$ cat src/rtl/spi_slave.sv
// spi_slave: SPI mode-0 target, MSB first, fixed DATA_W-bit frames, oversampled on clk
//   clk, rst            system clock, async active-high reset
//   sclk, cs_n, mosi    raw pad inputs from the master (asynchronous to clk)
//   miso, miso_oe       serial data to the master and its pad enable
//   tx_data, tx_load    host word and load strobe; tx_ready = holding register empty
//   rx_data, rx_valid   last complete frame and its one-clk update pulse
//   busy, abort         mid-frame flag; pulse when cs_n rises on a partial frame
module spi_slave #(
    parameter int                DATA_W      = 8,
    parameter int                SYNC_STAGES = 2,
    parameter logic [DATA_W-1:0] IDLE_WORD   = {DATA_W{1'b1}}
) (
    input  logic              clk,
    input  logic              rst,
    input  logic              sclk,
    input  logic              cs_n,
    input  logic              mosi,
    output logic              miso,
    output logic              miso_oe,
    input  logic [DATA_W-1:0] tx_data,
    input  logic              tx_load,
    output logic              tx_ready,
    output logic [DATA_W-1:0] rx_data,
    output logic              rx_valid,
    output logic              busy,
    output logic              abort
);
    localparam int CW = $clog2(DATA_W);

    typedef enum logic {IDLE, ACTIVE} state_t;

    state_t                 state, state_nx;
    logic [SYNC_STAGES-1:0] sclk_sr, cs_sr, mosi_sr;
    logic                   sclk_d, cs_d;
    logic                   sclk_s, cs_s, mosi_s;
    logic                   sclk_rise, sclk_fall, cs_fall, cs_rise;
    logic                   frame_start, rx_sample, tx_shift, end_sel;
    logic [DATA_W-1:0]      tx_buf, tx_sr, rx_sr;
    logic [CW-1:0]          bit_cnt;
    logic                   frame_end;

    assign sclk_s    = sclk_sr[SYNC_STAGES-1];
    assign cs_s      = cs_sr[SYNC_STAGES-1];
    assign mosi_s    = mosi_sr[SYNC_STAGES-1];
    assign sclk_rise = sclk_s & ~sclk_d;
    assign sclk_fall = ~sclk_s & sclk_d;
    assign cs_fall   = ~cs_s & cs_d;
    assign cs_rise   = cs_s & ~cs_d;

    always_ff @(posedge clk or posedge rst) begin
        if (rst) begin
            sclk_sr <= '0;
            cs_sr   <= '1;
            mosi_sr <= '0;
            sclk_d  <= 1'b0;
            cs_d    <= 1'b1;
        end else begin
            sclk_sr <= {sclk_sr[SYNC_STAGES-2:0], sclk};
            cs_sr   <= {cs_sr[SYNC_STAGES-2:0], cs_n};
            mosi_sr <= {mosi_sr[SYNC_STAGES-2:0], mosi};
            sclk_d  <= sclk_s;
            cs_d    <= cs_s;
        end
    end

    always_ff @(posedge clk or posedge rst) begin
        if (rst) state <= IDLE;
        else     state <= state_nx;
    end

    // cs_rise outranks any sclk edge in the same cycle, so that edge is never sampled
    always_comb begin
        state_nx    = (state == IDLE) ? (cs_fall ? ACTIVE : IDLE) : (cs_rise ? IDLE : ACTIVE);
        end_sel     = (state == ACTIVE) && cs_rise;
        frame_start = ((state == IDLE) && cs_fall) || ((state == ACTIVE) && !cs_rise && sclk_fall && frame_end);
        rx_sample   = (state == ACTIVE) && !cs_rise && sclk_rise;
        tx_shift    = (state == ACTIVE) && !cs_rise && sclk_fall && !frame_end;
    end

    always_ff @(posedge clk or posedge rst) begin
        if (rst) begin
            tx_buf    <= '0;
            tx_ready  <= 1'b1;
            tx_sr     <= '0;
            rx_sr     <= '0;
            rx_data   <= '0;
            rx_valid  <= 1'b0;
            abort     <= 1'b0;
            bit_cnt   <= '0;
            frame_end <= 1'b0;
        end else begin
            rx_valid <= 1'b0;
            abort    <= 1'b0;
            // a load coinciding with a frame start lands in tx_buf for the following frame
            if (tx_load && tx_ready) begin
                tx_buf   <= tx_data;
                tx_ready <= 1'b0;
            end else if (frame_start) begin
                tx_ready <= 1'b1;
            end
            if (end_sel) begin
                abort     <= bit_cnt != '0;
                bit_cnt   <= '0;
                frame_end <= 1'b0;
            end else if (frame_start) begin
                tx_sr     <= tx_ready ? IDLE_WORD : tx_buf;
                bit_cnt   <= '0;
                frame_end <= 1'b0;
            end else if (rx_sample) begin
                rx_sr <= {rx_sr[DATA_W-2:0], mosi_s};
                if (bit_cnt == CW'(DATA_W - 1)) begin
                    rx_data   <= {rx_sr[DATA_W-2:0], mosi_s};
                    rx_valid  <= 1'b1;
                    bit_cnt   <= '0;
                    frame_end <= 1'b1;
                end else begin
                    bit_cnt <= bit_cnt + CW'(1);
                end
            end else if (tx_shift) begin
                tx_sr <= {tx_sr[DATA_W-2:0], 1'b0};
            end
        end
    end

    assign miso_oe = state == ACTIVE;
    assign miso    = (state == ACTIVE) & tx_sr[DATA_W-1];
    assign busy    = (state == ACTIVE) && (bit_cnt != '0);
endmodule

$ cat config.mk
export PLATFORM = sky130hd
export DESIGN_NAME = spi_slave
export DESIGN_NICKNAME = d
export VERILOG_FILES = /design/src/rtl/spi_slave.sv
export SDC_FILE = /design/constraint.sdc
export NUM_CORES = 1
export LEC_CHECK = 0
export ABC_AREA = 0
export BUFFER_PORTS_ARGS = -buffer_cell sky130_fd_sc_hd__buf_4
export CELL_PAD_IN_SITES_DETAIL_PLACEMENT = 1
export CELL_PAD_IN_SITES_GLOBAL_PLACEMENT = 1
export CORE_AREA = 2 2 67 69
export CTS_CLUSTER_DIAMETER = 200
export DETAILED_ROUTE_END_ITERATION = 8
export DIE_AREA = 0 0 69 71
export PLACE_DENSITY = 0.79
export SLEW_MARGIN = 20
export SYNTH_ARGS = -nofsm -noshare
export SYNTH_HDL_FRONTEND = slang
export SYNTH_SLANG_ARGS = --single-unit
$ cat constraint.sdc
create_clock -name clk -period 2.5 [get_ports clk]
set_input_delay 0.25 -clock clk [delete_from_list [all_inputs] [get_ports clk]]
set_output_delay 0.25 -clock clk [all_outputs]
set_load 0.005 [all_outputs]
==> metrics, run 1 <==
outcome finished clean; Total Wirelength 3890 um; Worst R2R Setup Slack ~0.53 ns; post-route clock period utilization 78.7%; routed wire length per instance roughly 17 um; TritonCTS clock tree done; final instance count without filler cells 230; cell types with the largest area share after synthesis sky130_fd_sc_hd__dfrtp_1 (56%), sky130_fd_sc_hd__mux2_2 (8.8%), sky130_fd_sc_hd__mux2_4 (6.3%); fraction of synthesis flops using an asynchronous set or reset pin 100%; Static Leakage between 1 and 1.5 nW; area fraction in and, or, nand and nor cells after synthesis between 10 and 15%; first-pass GRT wire length around 6700 um; Crit. Startpoint cs_d; proportion of netlist area held by the largest area contributor a little under three fifths; Critical Path AT 2.15 ns; net count of the mapped netlist 163; total global-route track usage 17.6%; number of inserted filler cells in the final layout roughly 440; Initial DRC Count 37; Pre-antenna DRT Iters 4; total DRC errors in the routed layout 0; Die Width between 60 and 70 um; critical-path cell with the highest stage delay sky130_fd_sc_hd__dfstp_2; Gates resized, CTS repair 0; area added between synthesis and finish 17.6%; area leader, netlist sky130_fd_sc_hd__dfrtp_1; area used by multi-input combinational logic ~680 um^2; largest net degree at the start of global routing 30; instance area at placement between 2000 and 2500 um^2; max_cap viols 0; Layout Nets 194; post-route cell area 2250 um^2; type of the setup path with the least slack reg -> reg; post-synth cell types 30; clock latency reported for the late side of the worst-skew pair 0.31 ns; vertical die dimension 71 um; Setup TNS Final 0 ns; Clock Sink Count 47; PwrDens 846 nW/um^2; flop and latch count out of synthesis 47; number of max-slew violations in the final report 0; Hold Violations, Final 0; routed vias/inst 5.29; number of global-route vias before repair 1373; placed insts 222; multiplexer share of the synthesized area 15.6%; Post-Synth XOR/XNOR Area 0%; CTS hold repair buffers 0; Top Family by Delay on Critical Path simple AND/OR/NAND/NOR gates; starting utilization of the core area a little under half; summed instance area of the synthesized netlist 1920 um^2; sequence of cells on the critical path nand2b_4 -> nand4b_4 -> or2_1 -> mux2_4; clock transition time at the flip-flop clock pins of the worst setup and hold paths 0.09 ns; overall die area 4900 um^2; clock period minus worst slack 1.97 ns; Mapped Avg Cell Area 13.1 um^2; ys flop type sky130_fd_sc_hd__dfrtp_1; antenna violation net count after detailed routing 0; dominant combinational cell family by area after synthesis multiplexers; most common cell after layout, fill and taps aside sky130_fd_sc_hd__dfrtp_1; final setup vio count 0; fmax 508 MHz; area taken by flip-flops and latches 1180 um^2; headroom to the max-slew limit approximately 52%; depth of the worst register-to-register path 4; worst hold path type in -> async; total number of placement rows 24; startpoint of the worst register-to-register path cs_d; startpoint types flip-flop; H-tree level count 2; number of cells on the critical path 4; number of buffers inserted by port buffering 27; via total after detailed routing 1217; Post-synth EDFFs 0; Final Total Pwr roughly 1.9 mW; maximum net fanout on the critical path 13; Critical Path Sink rx_data[5]; Core Footprint ~4200 um^2; Worst IR Drop VDD 0.000440 V; leading cell types in the layout, fill and taps excluded sky130_fd_sc_hd__dfrtp_1 (43), sky130_fd_sc_hd__buf_4 (28), sky130_fd_sc_hd__nand2_1 (15), sky130_fd_sc_hd__mux2_2 (15), sky130_fd_sc_hd__o21ai_0 (10); DP HPWL approximately 2900 um; post-route clock skew 0.0167 ns; synthesized-area fraction occupied by adder cells 1.96%; total congestion overflow 0; slew of the pin with the lowest slew margin between 0.7 and 0.8 ns; Boundary Pins 28; CP Data Required Time between 2 and 3 ns; fraction of the mapped netlist area in compound gates ~7.4%; clk root buf sky130_fd_sc_hd__clkbuf_8; Reg2Reg Capture Point rx_data[5]; routability-driven placement congestion ratio 0.751; number of warning messages in the yosys log 0; TritonCTS buffer count 5; CP Capture Type flip-flop; setup bufs post-CTS 0; post-synthesis instance total 146; number of buffer and inverter instances along the worst setup path 0; number of buffers between clock root and the deepest sink 2; number of antenna violations at the first check in global routing 0; share of post-route cells with drive strength above 1 about 38%; unrepaired setup endpoints after global routing no; diodes inserted 0; sequential-to-total area share from yosys stat between 60% and 70%; Max stage delay on crit path 0.56 ns
worst register-to-register path: stages, from the launching register on:
cell and delay, ns:
sky130_fd_sc_hd__dfstp_2 0.56, sky130_fd_sc_hd__nand2b_4 0.17, sky130_fd_sc_hd__nand4b_4 0.23, sky130_fd_sc_hd__or2_1 0.51
sky130_fd_sc_hd__mux2_4 0.38
sequential cells by signal (all words and copies together), names as in the netlist, 2 cells and up:
register,cells
sclk_sr,2
bit_cnt,3
tx_sr,8
cs_sr,2
mosi_sr,2
tx_buf,8
rx_data,8
rx_sr,7
synth_stat cells, types with 2 or more instances:
master                    count
sky130_fd_sc_hd__o21ai_1      7
sky130_fd_sc_hd__buf_2        2
sky130_fd_sc_hd__o21ai_0     10
sky130_fd_sc_hd__mux2_2      15
sky130_fd_sc_hd__a31oi_1      2
sky130_fd_sc_hd__inv_1        8
sky130_fd_sc_hd__a31o_2       2
sky130_fd_sc_hd__nand2_1     15
sky130_fd_sc_hd__nor2b_1      2
sky130_fd_sc_hd__mux2_4       8
sky130_fd_sc_hd__dfstp_2      4
sky130_fd_sc_hd__or3_1        2
sky130_fd_sc_hd__dfrtp_1     43
sky130_fd_sc_hd__and2_1       2
sky130_fd_sc_hd__ha_1         3
sky130_fd_sc_hd__nor3_1       7
where the power goes:
part | switching, mW | total [mW] | internal, mW
Clock | 0.254 | 0.477 | 0.224
Combinational | 0.141 | 0.328 | 0.187
Sequential | 0.142 | 1.10 | 0.959
worst min-delay path by stage:
stage	end	slack, ns
after global routing	sclk_sr[0]	0.04
after CTS	sclk_sr[0]	0.05
after detailed placement	sclk_sr[1]	0.34
final	sclk_d	0.01
after floorplan	cs_sr[0]	0.25
after global placement	mosi_sr[1]	0.34
per-stage QoR:
| step | hold slack [ns] | worst slack [ns] | utilization [%] |
|---|---|---|---|
| 2_1_floorplan | 0.254 | 0.947 | - |
| 3_3_place_gp | 0.336 | 0.635 | 51.4 |
| 3_5_place_dp | 0.342 | 0.540 | 51.4 |
| 4_1_cts | 0.0452 | 0.520 | 53.6 |
| 5_1_grt | 0.0396 | 0.422 | 53.6 |
| 6_report | 0.0110 | 0.532 | 53.6 |
kinds of logic (layout without fill, tap and decap cells):
logic type / count (synthesis) / count (layout)
AOI/OAI and AO/OA: 25 / 25
adders and majority gates: 3 / 3
buffers and inverters: 12 / 44
DFF: 47 / 47
muxes: 24 / 24
and+or+nand+nor: 35 / 35
routing by layer:
layer / global-route usage [%] / vias to the layer above / routed length (um)
met3: 4.84 / 11 / 118
li1: - / 563 / -
met5: 0 / - / 0
met2: 29.9 / 26 / 2000
met1: 21.5 / 617 / 1710
met4: 6.54 / 0 / 61
layout make-up:
class / instances / share of cell area (%)
clock buffer: 7 / 3.83
clock inverter: 1 / 0.222
inverter: 8 / 1.33
multi-input combinational: 87 / 30.0
sequential: 47 / 52.4
tap: 52 / 2.89
timing repair buffer: 28 / 9.33
No activity file was read; power rests on OpenSTA's default activity.
==> run 2: changes to the inputs <==
- ABC_AREA: 0 -> 1
- CORE_AREA: 2 2 67 69 -> 2 2 72 74
- DIE_AREA: 0 0 69 71 -> 0 0 74 76
- PLACE_DENSITY: 0.79 -> 0.75
- clock period: 2.5 -> 1.85 ns (I/O delays scaled with it)
==> run 2 against run 1 <==
Clock skew shrank 0.0080 ns. Sequential share of layout area down 3.4 points. Power grew 45%. Global-route usage is 1.5 points lower.
==> metrics, run 2 <==
number of global-route vias before repair 1515 (+10%); Max stage delay on crit path 0.55 ns (about the same); first-pass GRT wire length 6970 um (+3.7%); TritonCTS buffer count 5 (unchanged); fmax 618 MHz (+22%); Net Sw Frac 32.1% (+3.9 points); share of post-route cells with drive strength above 1 28.2% (-9.5 points); via total after detailed routing 1417 (+16%); slew of the pin with the lowest slew margin 0.384 ns (-0.327 ns); headroom to the max-slew limit 74.3% (+22 points); clock transition time at the flip-flop clock pins of the worst setup and hold paths 0.09 ns (about the same); post-synth cell types 21 (-30%); max_cap viols 0 (unchanged); largest net degree at the start of global routing 21 (-30%); post-route clock skew 0.00879 ns (-0.00795 ns); critical-path cell with the highest stage delay sky130_fd_sc_hd__dfstp_2; routed wire length per instance 12.9 um (-24%); cell types with the highest counts after synthesis sky130_fd_sc_hd__nand2_1 (46), sky130_fd_sc_hd__dfrtp_1 (43), sky130_fd_sc_hd__inv_1 (26), sky130_fd_sc_hd__nand3_1 (17), sky130_fd_sc_hd__nor2_1 (11); number of buffer and inverter instances along the worst setup path 2 (+2); total number of placement rows 26 (+8.3%); Initial DRC Count 48 (+30%); CTS hold repair buffers 4 (+4); type of the setup path with the least slack reg -> reg; Post-Synth XOR/XNOR Area 0% (unchanged); Worst IR Drop VDD 0.000661 V (+50%); Pre-antenna DRT Iters 4 (unchanged); dominant combinational cell family by area after synthesis simple AND/OR/NAND/NOR gates; fraction of the mapped netlist area in compound gates 6.95% (-0.43 points); routed vias/inst 4.60 (-13%); total congestion overflow 0 (unchanged); area taken by flip-flops and latches 1180 um^2 (unchanged); fraction of synthesis flops using an asynchronous set or reset pin 100% (unchanged); number of inserted filler cells in the final layout 570 (+30%); sequential-to-total area share from yosys stat 59.1% (-2.5 points); library cell appearing most often on the critical path sky130_fd_sc_hd__nand2_1; worst path setup slack after routing 0.232 ns (-0.299 ns); leading cell types in the layout, fill and taps excluded sky130_fd_sc_hd__nand2_1 (46), sky130_fd_sc_hd__dfrtp_1 (43), sky130_fd_sc_hd__buf_4 (30); Post-synth EDFFs 0 (unchanged); combinational fraction of design power 24.0% (+6.8 points); clk root buf sky130_fd_sc_hd__clkbuf_8; routability-driven placement congestion ratio 0.750 (-0.17%); setup bufs post-CTS 0 (unchanged); antenna violation net count after detailed routing 0 (unchanged); sequence of cells on the critical path inv_1 -> nand2_1 -> nand4_4 -> nor2_4 -> inv_2 -> nand2_1 -> o21ai_2; Top Family by Delay on Critical Path simple AND/OR/NAND/NOR gates; depth of the worst register-to-register path 7 (+3); area fraction in and, or, nand and nor cells after synthesis 20.5% (+10 points); worst hold path type in -> reg; net switching power figure 888 uW (+66%); Worst Hold Slack 0.109 ns (+0.0977 ns); Core Footprint 4910 um^2 (+17%); post-synthesis instance total 200 (+37%); flop and latch count out of synthesis 47 (unchanged); area leader, netlist sky130_fd_sc_hd__dfrtp_1; ys flop type sky130_fd_sc_hd__dfrtp_1; clock latency reported for the late side of the worst-skew pair 0.30 ns (about the same); number of warning messages in the yosys log 0 (unchanged); maximum net fanout on the critical path 16 (+3); PwrDens 1150 nW/um^2 (+36%); overall die area 5620 um^2 (+15%); internal power component 1.88 mW (+37%); total global-route track usage 16.0% (-1.5 points); CP Capture Type flip-flop; multiplexer share of the synthesized area 4.51% (-11 points); area added between synthesis and finish 20.7%; DP HPWL 2930 um (+2.0%); diodes inserted 0 (unchanged); final setup vio count 0 (unchanged); post-route cell area 2410 um^2 (+7.0%); Critical Path AT 1.81 ns (-0.34 ns); Static Leakage 1.21 nW (+7.7%); Total Wirelength 3960 um (+1.7%); proportion of netlist area held by the largest area contributor 53.9% (-2.3 points); cell types with the largest area share after synthesis sky130_fd_sc_hd__dfrtp_1 (54%), sky130_fd_sc_hd__nand2_1 (8.6%), sky130_fd_sc_hd__dfstp_2 (5.3%); leading cell type by number of instances after synthesis sky130_fd_sc_hd__nand2_1; clock period minus worst slack 1.62 ns (-0.351 ns); summed instance area of the synthesized netlist 2000 um^2 (+4.3%); CP Data Required Time 2.04 ns (-0.64 ns); H-tree level count 2 (unchanged); vertical die dimension 76 um (+7.0%); instance area at placement 2280 um^2 (+5.4%); net count of the mapped netlist 217 (+33%); number of max-slew violations in the final report 0 (unchanged); Die Width 74 um (+7.2%); starting utilization of the core area 40.7% (-4.9 points); number of cells on the critical path 7 (+3); number of buffers inserted by port buffering 27 (unchanged); Gates resized, CTS repair 0 (unchanged); total DRC errors in the routed layout 0 (unchanged); area used by multi-input combinational logic 677 um^2 (+0.19%); Mapped Avg Cell Area 9.99 um^2 (-24%); pre-CTS setup slack 0.223 ns (-0.317 ns); outcome finished clean; Boundary Pins 28 (unchanged); largest registers ranked by flip-flop count rx_data: 8 flops, tx_buf: 8 flops, tx_sr: 8 flops; Clock Sink Count 47 (unchanged); startpoint types flip-flop; Cells on Worst Hold Path 2; unrepaired setup endpoints after global routing no; Setup TNS Final 0 ns (unchanged); clock network fraction of total power 22.8% (-2.2 points); post-route clock period utilization 87.4% (+8.7 points); number of buffers between clock root and the deepest sink 2 (unchanged); Hold Violations, Final 0 (unchanged); synthesized-area fraction occupied by adder cells 1.88% (-0.081 points); portion of total power attributed to sequential cells 53.1% (-4.7 points); number of antenna violations at the first check in global routing 0 (unchanged); Layout Nets 254 (+31%); most common cell after layout, fill and taps aside sky130_fd_sc_hd__nand2_1; TritonCTS clock tree done
## run 2: cell types whose count changed after synthesis, moves of 6 or more
cell                      before  now
sky130_fd_sc_hd__nand3_1       1   17
sky130_fd_sc_hd__nor2_1        1   11
sky130_fd_sc_hd__o21ai_2       0    6
sky130_fd_sc_hd__nor3_1        7    0
sky130_fd_sc_hd__nand2_1      15   46
sky130_fd_sc_hd__o21ai_1       7    0
sky130_fd_sc_hd__inv_1         8   26
sky130_fd_sc_hd__mux2_2       15    8
sky130_fd_sc_hd__nand4_1       0    8
sky130_fd_sc_hd__mux2_4        8    0
## run 2: through the flow
step           power [mW]  util (%)  cells
3_5_place_dp         2.17      46.4    296
2_1_floorplan        1.94         -    200
5_1_grt              3.00      49.1    308
6_report             2.77      49.1    308
3_3_place_gp         2.13      46.4    296
4_1_cts              2.82      49.1    308
## run 2: power by group through the flow
stage	Combinational, mW	Sequential [mW]	Clock (mW)
floorplan	0.515	1.43	0
global placement	0.655	1.48	0
detailed placement	0.676	1.49	0
CTS	0.686	1.48	0.659
global route	0.776	1.52	0.705
finish	0.665	1.47	0.632
## run 2: layout make-up
type,instances,share of cell area (%)
Clock buffer,5,2.85
Clock inverter,3,0.934
Inverter,29,4.51
Multi-Input combinational cell,120,28.1
Sequential cell,47,49.0
Tap cell,70,3.63
Timing Repair Buffer,34,11.0
## run 2: layer usage
| layer | part of all wire (%) | GRT usage [%] |
|---|---|---|
| met2 | 45 | 23.8 |
| met3 | 2.8 | 3.57 |
| met4 | 1.4 | 4.91 |
| met5 | 0 | 0 |
| met1 | 51 | 23.3 |
## run 2: logic make-up after synthesis
family / Yosys count
simple gates: 88
buf+inv: 33
compound gates: 21
flops: 47
fa+ha+maj: 3
mux: 8
## run 2: worst paths after layout
path                            startpoint          to  slack (ns)
worst min register to register  mosi_sr[0]  mosi_sr[1]        0.36
min in group asynchronous              rst  mosi_sr[1]        0.43
worst max-delay path                  cs_d  rx_data[6]        0.23
max in group asynchronous              rst    rx_valid        0.82
worst min-delay path            tx_data[1]   tx_buf[1]        0.11
worst max register to register        cs_d  rx_data[6]        0.23
==> run 3: changes to the inputs <==
--- a/config.mk
+++ b/config.mk
@@ -10,9 +10,9 @@
 export CELL_PAD_IN_SITES_DETAIL_PLACEMENT = 1
 export CELL_PAD_IN_SITES_GLOBAL_PLACEMENT = 1
-export CORE_AREA = 2 2 72 74
+export CORE_AREA = 2 2 78 80
 export CTS_CLUSTER_DIAMETER = 200
 export DETAILED_ROUTE_END_ITERATION = 8
-export DIE_AREA = 0 0 74 76
-export PLACE_DENSITY = 0.75
+export DIE_AREA = 0 0 80 82
+export PLACE_DENSITY = 0.65
 export SLEW_MARGIN = 20
 export SYNTH_ARGS = -nofsm -noshare
==> constraint.sdc (replaced) <==
create_clock -name clk -period 1.85 [get_ports clk]
set_input_delay 0.555 -clock clk [delete_from_list [all_inputs] [get_ports clk]]
set_output_delay 0.555 -clock clk [all_outputs]
set_load 0.005 [all_outputs]
==> run 3 against run 2 <==
Setup slack got worse by 0.17 ns. Hold slack improved by 0.10 ns. Final cell count is 0.97% higher. Largest power group unchanged. Global-route usage decreased by 2.9 points. Critical path depth shrank 3. Largest cell class unchanged. Die area increased by 17%. Sequential cell count unchanged. Critical endpoint is now busy. Clock skew hardly changed.
==> metrics, run 3 (synthesis gave the netlist of run 2 again) <==
CP Data Required Time 1.29 ns (-0.75 ns); max_cap viols 0 (unchanged); most common cell after layout, fill and taps aside sky130_fd_sc_hd__nand2_1; diodes inserted 0 (unchanged); Worst IR Drop VDD 0.000434 V (-34%); headroom to the max-slew limit 75.6% (+1.2 points); clk root buf sky130_fd_sc_hd__clkbuf_8; clock transition time at the flip-flop clock pins of the worst setup and hold paths 0.10 ns (about the same); final setup vio count 0 (unchanged); area added between synthesis and finish 20.5%; CP Capture Type output pin; vertical die dimension 82 um (+7.9%); Worst Hold Slack 0.209 ns (+0.101 ns); total global-route track usage 13.2% (-2.9 points); Worst R2R Setup Slack 0.33 ns (+0.10 ns); Final Total Pwr 2.79 mW (+0.65%); slew of the pin with the lowest slew margin 0.366 ns (-0.0185 ns); maximum net fanout on the critical path 3 (-13); net switching power figure 901 uW (+1.4%); Clock Sink Count 47 (unchanged); Gates resized, CTS repair 0 (unchanged); leading cell types in the layout, fill and taps excluded sky130_fd_sc_hd__nand2_1 (46), sky130_fd_sc_hd__dfrtp_1 (43), sky130_fd_sc_hd__buf_4 (31); depth of the worst register-to-register path 7 (unchanged); CTS hold repair buffers 0 (-4); number of global-route vias before repair 1373 (-9.4%); internal power component 1.89 mW (+0.30%); Net Sw Frac 32.3% (+0.24 points); TritonCTS buffer count 5 (unchanged); type of the setup path with the least slack reg -> out; H-tree level count 2 (unchanged); Static Leakage 1.20 nW (-0.57%); number of max-slew violations in the final report 0 (unchanged); share of post-route cells with drive strength above 1 29.2% (+1.1 points); Pre-antenna DRT Iters 4 (unchanged); unrepaired setup endpoints after global routing no; startpoint types flip-flop; GR met2 Demand/Resource 19.4% (-4.4 points); post-route clock period utilization 96.6% (+9.2 points); Setup TNS Final 0 ns (unchanged); global routing met3 resource utilization 3.30% (-0.27 points); PwrDens 1160 nW/um^2 (+0.81%); number of buffers between clock root and the deepest sink 2 (unchanged); first-pass GRT wire length 6600 um (-5.3%); outcome finished clean; starting utilization of the core area 34.8% (-5.9 points); most crowded layer after global routing met2; clock latency reported for the late side of the worst-skew pair 0.31 ns (about the same); routed wire length per instance 12.4 um (-3.3%); DP HPWL 2870 um (-2.0%); total congestion overflow 0 (unchanged); routability-driven placement congestion ratio 0.736 (-1.8%); Boundary Pins 28 (unchanged); setup bufs post-CTS 0 (unchanged); Critical Path AT 1.23 ns (-0.58 ns); via total after detailed routing 1410 (-0.49%); clock period minus worst slack 1.79 ns (+0.170 ns); TritonCTS clock tree done; Hold Violations, Final 0 (unchanged); number of antenna violations at the first check in global routing 0 (unchanged); Total Wirelength 3870 um (-2.4%); combinational fraction of design power 23.5% (-0.5 points); post-route clock skew 0.00920 ns (+0.000413 ns); clock network fraction of total power 23.5% (+0.7 points); overall die area 6560 um^2 (+17%); Initial DRC Count 81 (+69%); Core Footprint 5750 um^2 (+17%); antenna violation net count after detailed routing 0 (unchanged); placed insts 303 (+2.4%); largest net degree at the start of global routing 24 (+14%); portion of total power attributed to sequential cells 52.9% (-0.2 points); worst hold path type in -> async; Die Width 80 um (+8.1%); largest registers ranked by flip-flop count rx_data: 8 flops, tx_buf: 8 flops, tx_sr: 8 flops; total DRC errors in the routed layout 0 (unchanged); fmax 559 MHz (-9.5%); routed vias/inst 4.53 (-1.5%); Layout Nets 252 (-0.79%); total number of placement rows 28 (+7.7%); final instance count without filler cells 311 (+0.97%); number of buffers inserted by port buffering 27 (unchanged); global routing met1 resource utilization 18.5% (-4.9 points)
-- run 3: changes by cell type in the layout (fill, tap and decap cells not counted), sizes merged --
cell and delta:
buf +2, dlygate4sd3 -4, clkinv -2, inv +1, clkinvlp +1
-- run 3: area by class of cell --
class                   instances  area (um^2)
fillers                       683         3340
flip-flops and latches         47         1180
multi-input cells             120          677
repair buffers                 32          253
inverters                      29          109
well taps                      75         93.8
clock buffers                   5         68.8
clock inverters                 3         25.0
-- run 3: worst paths after layout --
check | startpoint | to
setup / recovery | bit_cnt[0] | busy
hold / removal | rst | sclk_sr[0]
setup reg to reg | cs_d | rx_data[3]
hold reg to reg | sclk_sr[0] | sclk_sr[1]
max in group asynchronous | rst | cs_sr[0]
min in group clk | mosi | mosi_sr[0]
-- run 3: power by group through the flow --
stage | Sequential [mW] | Clock, mW | Combinational (mW)
6_report | 1.48 | 0.655 | 0.656
5_1_grt | 1.52 | 0.726 | 0.762
4_1_cts | 1.48 | 0.692 | 0.673
3_5_place_dp | 1.50 | 0 | 0.673
3_3_place_gp | 1.49 | 0 | 0.660
2_1_floorplan | 1.43 | 0 | 0.515
-- run 3: worst max-delay path: stages, from the launching register on --
cell and delay [ns]:
sky130_fd_sc_hd__dfrtp_1 0.38, sky130_fd_sc_hd__inv_1 0.07, sky130_fd_sc_hd__ha_1 0.21, sky130_fd_sc_hd__a21oi_1 0.15, sky130_fd_sc_hd__buf_4 0.13
-- run 3: stage by stage --
| step | cell area, um^2 | utilization, % | setup WS, ns |
|---|---|---|---|
| after floorplan | 2000 | - | 0.186 |
| after global placement | 2310 | 40.3 | 0.334 |
| after detailed placement | 2310 | 40.3 | 0.327 |
| after CTS | 2410 | 41.9 | 0.0465 |
| after global routing | 2410 | 41.9 | 0.000719 |
| final | 2410 | 41.9 | 0.0625 |
-- run 3: per-layer routing --
| metal | vias up | routed length [um] |
|---|---|---|
| met3 | 5 | 136 |
| li1 | 711 | - |
| met5 | - | 0 |
| met4 | 0 | 65 |
| met2 | 21 | 1730 |
| met1 | 673 | 1940 |
